==> config.mk <==
export PLATFORM = sky130hd
export DESIGN_NAME = fft_pipeline_core
export DESIGN_NICKNAME = d
export VERILOG_FILES = /design/src/rtl/fft_pkg.sv /design/src/rtl/fft_butterfly.sv /design/src/rtl/fft_pipeline_core.sv
export SDC_FILE = /design/constraint.sdc
export NUM_CORES = 2
export LEC_CHECK = 0
export CORE_MARGIN = 2
export CORE_UTILIZATION = 60
export CTS_BUF_LIST = sky130_fd_sc_hd__clkbuf_8
export DETAILED_ROUTE_END_ITERATION = 8
export PLACE_DENSITY = 0.78
export SETUP_SLACK_MARGIN = 0.5
export SLEW_MARGIN = 40
export SYNTH_ARGS = -nofsm -noshare
export SYNTH_HDL_FRONTEND = slang
export SYNTH_HIERARCHICAL = 1
export SYNTH_SLANG_ARGS = --single-unit
==> constraint.sdc <==
create_clock -name CLOCK_50 -period 29.5 [get_ports CLOCK_50]
set_input_delay 4.425 -clock CLOCK_50 [delete_from_list [all_inputs] [get_ports CLOCK_50]]
set_output_delay 4.425 -clock CLOCK_50 [all_outputs]
set_load 0.1 [all_outputs]
==> src/rtl/fft_pkg.sv <==
// Shared types and constants for the 8-point radix-2 DIT FFT core:
// sample format, Q1.14 twiddles, FSM states and the bit-reverse helper.
package fft_pkg;

  localparam int N      = 8;
  localparam int LOG2N  = 3;
  localparam int DATA_W = 16;
  localparam int TW_W   = 16;
  localparam int DW1    = DATA_W + 1;
  localparam int FRAC   = 14;

  typedef struct packed {
    logic signed [DATA_W-1:0] re;
    logic signed [DATA_W-1:0] im;
  } cplx_t;

  typedef enum logic [1:0] {
    IDLE,
    LOAD,
    STAGE,
    DONE
  } state_t;

  // W8^k = exp(-j*2*pi*k/8) for k = 0..3, Q1.14
  localparam logic signed [TW_W-1:0] TW_RE [4] = '{16'sd16384, 16'sd11585, 16'sd0, -16'sd11585};
  localparam logic signed [TW_W-1:0] TW_IM [4] = '{16'sd0, -16'sd11585, -16'sd16384, -16'sd11585};

  function automatic logic [LOG2N-1:0] bitrev3(input logic [LOG2N-1:0] x);
    return {x[0], x[1], x[2]};
  endfunction

endpackage

==> src/rtl/fft_butterfly.sv <==
// Pipelined radix-2 butterfly: stage 1 registers t = b*W and a, stage 2 forms
// (a+t)/2 and (a-t)/2 combinationally for the caller to write back.
module fft_butterfly
  import fft_pkg::*;
#(
  parameter int TAG_W = 7
) (
  input  logic                    clk,
  input  logic                    rst,
  input  logic                    en,
  input  logic                    in_valid,
  input  cplx_t                   a,
  input  cplx_t                   b,
  input  logic signed [TW_W-1:0]  w_re,
  input  logic signed [TW_W-1:0]  w_im,
  input  logic [TAG_W-1:0]        in_tag,
  output logic                    out_valid,
  output logic [TAG_W-1:0]        out_tag,
  output cplx_t                   out_a,
  output cplx_t                   out_b
);

  localparam int PW = DATA_W + TW_W;

  logic signed [DATA_W-1:0] b_re, b_im, a_re, a_im;
  logic signed [PW-1:0]     p_rr, p_ii, p_ri, p_ir;
  logic signed [DW1-1:0]    t_re_d, t_im_d, t_re_q, t_im_q;
  logic signed [DW1-1:0]    sum_re, sum_im, dif_re, dif_im;
  cplx_t                    a_q;

  assign b_re = b.re;
  assign b_im = b.im;
  assign p_rr = PW'(b_re) * PW'(w_re);
  assign p_ii = PW'(b_im) * PW'(w_im);
  assign p_ri = PW'(b_re) * PW'(w_im);
  assign p_ir = PW'(b_im) * PW'(w_re);

  // Each product is truncated to integer before summing, not after.
  assign t_re_d = DW1'((p_rr >>> FRAC) - (p_ii >>> FRAC));
  assign t_im_d = DW1'((p_ri >>> FRAC) + (p_ir >>> FRAC));

  always_ff @(posedge clk) begin
    if (rst) begin
      a_q       <= '0;
      t_re_q    <= '0;
      t_im_q    <= '0;
      out_tag   <= '0;
      out_valid <= 1'b0;
    end else if (en) begin
      a_q       <= a;
      t_re_q    <= t_re_d;
      t_im_q    <= t_im_d;
      out_tag   <= in_tag;
      out_valid <= in_valid;
    end
  end

  assign a_re   = a_q.re;
  assign a_im   = a_q.im;
  assign sum_re = DW1'(a_re) + t_re_q;
  assign sum_im = DW1'(a_im) + t_im_q;
  assign dif_re = DW1'(a_re) - t_re_q;
  assign dif_im = DW1'(a_im) - t_im_q;

  assign out_a = '{re: DATA_W'(sum_re >>> 1), im: DATA_W'(sum_im >>> 1)};
  assign out_b = '{re: DATA_W'(dif_re >>> 1), im: DATA_W'(dif_im >>> 1)};

endmodule

==> src/rtl/fft_pipeline_core.sv <==
// Board-level 8-point FFT: loads a built-in vector bit-reversed into bank0,
// runs 3 ping-pong butterfly stages, and exposes any word via the switches.
module fft_pipeline_core
  import fft_pkg::*;
(
  input  logic                     CLOCK_50,
  input  logic [3:0]               KEY,
  input  logic [7:0]               SW,
  output logic                     busy,
  output logic                     done,
  output logic [1:0]               stage,
  output logic signed [DATA_W-1:0] dout_re,
  output logic signed [DATA_W-1:0] dout_im
);

  localparam int TAG_W = 1 + 2 * LOG2N;

  logic clk, rst, en;
  logic unused_inputs;
  assign clk           = CLOCK_50;
  assign rst           = KEY[3];
  assign en            = SW[1];
  assign unused_inputs = ^{KEY[2:0], SW[6:5]};

  state_t     state_q, state_d;
  logic [2:0] cnt_q;
  logic [1:0] s_q;
  logic       vsel_q;

  cplx_t mem0 [N];
  cplx_t mem1 [N];

  logic [1:0]       j, k;
  logic [2:0]       top, bot;
  logic             rd_bank, issue;
  cplx_t            rd_a, rd_b, load_word, bf_a, bf_b, rd_word;
  logic             bf_valid;
  logic [TAG_W-1:0] bf_tag;
  logic             wr_bank;
  logic [2:0]       wr_top, wr_bot;

  always_ff @(posedge clk) begin
    if (rst) state_q <= IDLE;
    else if (en) state_q <= state_d;
  end

  always_comb begin
    state_d = state_q;
    case (state_q)
      IDLE:    if (en) state_d = LOAD;
      LOAD:    if (en && cnt_q == 3'd7) state_d = STAGE;
      STAGE:   if (en && cnt_q == 3'd5 && s_q == 2'd2) state_d = DONE;
      DONE:    state_d = DONE;
      default: state_d = IDLE;
    endcase
  end

  always_ff @(posedge clk) begin
    if (rst) begin
      cnt_q  <= '0;
      s_q    <= '0;
      vsel_q <= 1'b0;
    end else if (en) begin
      case (state_q)
        IDLE: begin
          vsel_q <= SW[7];
          cnt_q  <= '0;
          s_q    <= '0;
        end
        LOAD: cnt_q <= cnt_q + 3'd1;
        STAGE: begin
          if (cnt_q == 3'd5) begin
            cnt_q <= '0;
            s_q   <= s_q + 2'd1;
          end else begin
            cnt_q <= cnt_q + 3'd1;
          end
        end
        default: ;
      endcase
    end
  end

  // Cycles 0..3 of a stage issue butterfly j; cycles 4..5 let the pipe drain.
  always_comb begin
    j   = cnt_q[1:0];
    top = '0;
    k   = '0;
    case (s_q)
      2'd0: begin
        top = {j, 1'b0};
        k   = 2'd0;
      end
      2'd1: begin
        top = {j[1], 1'b0, j[0]};
        k   = {j[0], 1'b0};
      end
      default: begin
        top = {1'b0, j};
        k   = j;
      end
    endcase
    bot       = top + (3'd1 << s_q);
    rd_bank   = s_q[0];
    rd_a      = rd_bank ? mem1[top] : mem0[top];
    rd_b      = rd_bank ? mem1[bot] : mem0[bot];
    issue     = en && (state_q == STAGE) && !cnt_q[2];
    load_word = '{re: (vsel_q || cnt_q == 3'd0) ? 16'sd1024 : 16'sd0, im: 16'sd0};
  end

  // bf_valid qualifies bf_tag/bf_a/bf_b; a result is consumed only on an
  // enabled cycle, so a stall simply holds it in place.
  fft_butterfly #(.TAG_W(TAG_W)) u_bf (
    .clk       (clk),
    .rst       (rst),
    .en        (en),
    .in_valid  (issue),
    .a         (rd_a),
    .b         (rd_b),
    .w_re      (TW_RE[k]),
    .w_im      (TW_IM[k]),
    .in_tag    ({~rd_bank, top, bot}),
    .out_valid (bf_valid),
    .out_tag   (bf_tag),
    .out_a     (bf_a),
    .out_b     (bf_b)
  );

  assign {wr_bank, wr_top, wr_bot} = bf_tag;

  always_ff @(posedge clk) begin
    if (!rst && en) begin
      if (state_q == LOAD) mem0[bitrev3(cnt_q)] <= load_word;
      if (bf_valid) begin
        if (wr_bank) begin
          mem1[wr_top] <= bf_a;
          mem1[wr_bot] <= bf_b;
        end else begin
          mem0[wr_top] <= bf_a;
          mem0[wr_bot] <= bf_b;
        end
      end
    end
  end

  assign rd_word = SW[0] ? mem1[SW[4:2]] : mem0[SW[4:2]];

  always_ff @(posedge clk) begin
    if (rst) begin
      dout_re <= '0;
      dout_im <= '0;
    end else begin
      dout_re <= rd_word.re;
      dout_im <= rd_word.im;
    end
  end

  assign busy  = (state_q == LOAD) || (state_q == STAGE);
  assign done  = (state_q == DONE);
  assign stage = (state_q == STAGE) ? s_q : 2'd0;

endmodule

==> flow_summary_export.csv <==
group,metric,value,unit
synth,syn_avg_cell_area,10.61,sq um
timing,setup_viol,0,
cells_and_area,fin_cells,9152,
clocking,cts_buffer_depth,3,
timing,timing.final.crit_period,15060,ps
timing,period_share,51.05,%
clocking,cts.repair.resized,0,
grt,grt_pass1_wl,371.8,mm
synth,synth_async_sr_flop_share,0,%
grt,grt_pass1_vias,62750,
synth,netlist_area,0.07998,sq mm
place,dpl.hpwl,162.1,mm
route,wl_per_cell,26.60,um
clocking,clock_latency,760,ps
synth,synthesis.instances,7541,
clocking,cts_hold_buffers,0,
synth,synth_top_family_by_area,"adder cells",
power_and_ir_drop,leakage,0.03702,uW
route,route.detailed.drc,0,
floorplanning,fp.dieArea,0.1362,sq mm
route,num_vias,60680,
power_and_ir_drop,power-per-cell-area,47.68,mW/mm^2
timing,relSlewSlack,31.10,%
timing,fmax,0.06640,GHz
clocking,clk_pin_slew,60,ps
power_and_ir_drop,peakVddDrop,75.96,uV
cells_and_area,area_growth,5.396,%
setup_path,cp-end-kind,"register",
floorplanning,coreArea,0.1320,sq mm
place,place_congestion,0.9635,
synth,synth_cell_types,86,
setup_path,r2r_setup_slack,14440,ps
setup_path,crit_arrival,15680,ps
timing,layout_setup_ws,14440,ps
grt,grt_usage,36.19,%
floorplanning,initial_utilization,60.61,%
setup_path,max_stage_delay,1370,ps
clocking,cts_tree,"done",
timing,finalHoldViolations,0,
timing,tns,0,ps
flow_run,maxCapViolCount,0,
synth,synth_compound_area_share,9.639,%
place,dpl.cell_count,8959,
setup_path,cp_top_family,"adder cells",
status,run_status,"completed",
timing,worst_pin_slew,1031,ps
clocking,numCtsBuffers,96,
route,viasPerCell,6.630,
timing,whs,475.7,ps
synth,ys_ff_latch,626,
synth,synth_ff_type,"edfxtp_1",
setup_path,crit_type,"reg -> reg",
clocking,clock-sinks,626,
timing,rsz0062_at_grt,"false",
floorplanning,pin_count,49,
timing,skew,44.36,ps
setup_path,worstPathMaxFanout,66,
synth,synthMuxAreaShare,14.68,%
cells_and_area,drive_above_1_share,12.54,%
cells_and_area,fin_nets,8762,
synth,yosys.area_share.adder,32.23,%
place,port_buffers,43,
cells_and_area,final_common_cell,"inv_1",
setup_path,cp_num_buf_inv,10,
clocking,cts_setup_buffers,0,
clocking,htree_levels,3,
synth,synth_edf_count,512,
grt,grt_antenna_before_repair,12,
route,ant_nets,0,
floorplanning,fp.dieW,369.1,um
hold_path,hp-class,"reg -> reg",
floorplanning,rows,133,
synth,synth-seq-area-share,22.08,%
grt,overflow,0,
synth,synth_xor_area_share,2.151,%
route,dr.pass1.iters,9,
grt,grt_max_degree,145,
synth,yosysWarnings,6,
route,wirelength,243.4,mm
cells_and_area,nFillCells,9985,
timing,slew_viol_final,0,
setup_path,cp_slowest_cell,"fa_4",
setup_path,critPathLaunchType,"register",
setup_path,worstPathRequired,30120,ps
synth,synth-simple-area-share,10.40,%
clocking,cts_root_buf,"clkbuf_8",
route,drtIter0Drc,7741,
floorplanning,die_h,369.1,um
cells_and_area,mostFrequentLayoutCells,"1283 x inv_1, 1026 x fa_1, 580 x nand2_1, 512 x edfxtp_1, 485 x and2_1",
place,dpl_worst_slack,14650,ps
-- through the flow --
stage | power [uW] | util (%) | cell area [sq um]
CTS | 3957 | 63.77 | 84150
floorplan | 2352 | - | 80070
finish | 4019 | 63.88 | 84290
global route | 4207 | 63.86 | 84270
detailed placement | 3206 | 62.30 | 82210
global placement | 3117 | 61.99 | 81800
-- state kept, by name, summed over array words and instances, names as in the netlist --
signal and count:
mem0 256, mem1 256, u_bf/t_im_q 17, u_bf/t_re_q 17
dout_im 16, dout_re 16, u_bf/a_im 16, u_bf/a_re 16
u_bf/out_tag 7, cnt_q 3, s_q 2, state_q 2
u_bf/out_valid 1, vsel_q 1
-- final timing paths --
kind | cells after the start | start | end
hold reg to reg | 2 | vsel_q | vsel_q
setup / recovery | 40 | s_q[0] | u_bf/t_re_q[15]
setup reg to reg | 40 | s_q[0] | u_bf/t_re_q[15]
hold / removal | 2 | vsel_q | vsel_q
-- cell usage after synthesis, drive strengths merged, types with 11 or more instances --
cell type,instances,share of area [%]
nand3b,14,0.13
a22o,260,2.8
nor3b,60,0.58
o32ai,34,0.37
dfxtp,114,2.9
a21boi,19,0.18
o21bai,25,0.24
or2,13,0.10
mux2i,209,2.6
a31oi,11,0.086
o221ai,67,0.73
a21oi,184,1.2
clkbuf,387,1.8
and2,489,3.8
xor2,40,0.44
buf,170,1.1
nand2b,75,0.59
nand4,12,0.094
nor2,237,1.1
a221o,43,0.54
mux2,281,4.0
nand3,27,0.17
o22ai,42,0.33
a211oi,19,0.18
xnor2,153,1.7
inv,1250,5.9
and3,21,0.16
o211ai,22,0.21
o21a,31,0.29
nor3,36,0.23
edfxtp,512,19
a21o,32,0.30
mux4,288,8.1
o2111ai,13,0.14
fa,1027,26
o21ai,152,0.95
nor2b,35,0.27
nand2,584,2.7
o22a,16,0.18
ha,417,6.5
-- power by group --
group	internal, uW	leakage (uW)	total [uW]	switching (uW)
Sequential	1030	0.00576	1070	37.1
Combinational	803	0.0301	2200	1400
Clock	381	0.00114	753	372
Total	2210	0.0370	4020	1810
-- routing by layer --
layer,routed length [um],up-vias,global-route usage [%]
met1,82830,29940,46.01
met2,106300,4596,54.65
met4,17940,10,20.64
met5,297,-,1.709
li1,-,24890,-
met3,36030,1238,11.55
-- cell type report --
type | instances | area [sq um] | share of cell area, %
repair buffers | 198 | 1587 | 1.882
multi-input cells | 5131 | 56170 | 66.63
clock buffers | 112 | 1541 | 1.829
flip-flops and latches | 626 | 17670 | 20.96
clock inverters | 68 | 397.9 | 0.4720
diodes | 10 | 25.02 | 0.02969
well taps | 1755 | 2196 | 2.605
inverters | 1252 | 4710 | 5.587
-- kinds of logic (layout without fill, tap and decap cells) --
kind of cell | Yosys count | in the layout
AOI/OAI and AO/OA | 1049 | 1049
adders and majority gates | 1444 | 1444
other | 1 | 36
xor gates and xnor gates | 194 | 194
buffers and inverters | 1809 | 1630
muxes | 778 | 778
and+or+nand+nor | 1640 | 1640
DFF | 626 | 626
-- worst min-delay path, stage by stage, from the launching register on --
cell     delay [ps]
dfxtp_1         320
nand2_1          60
a21oi_1          50
Note: power is estimated with default switching activity, not from simulation.
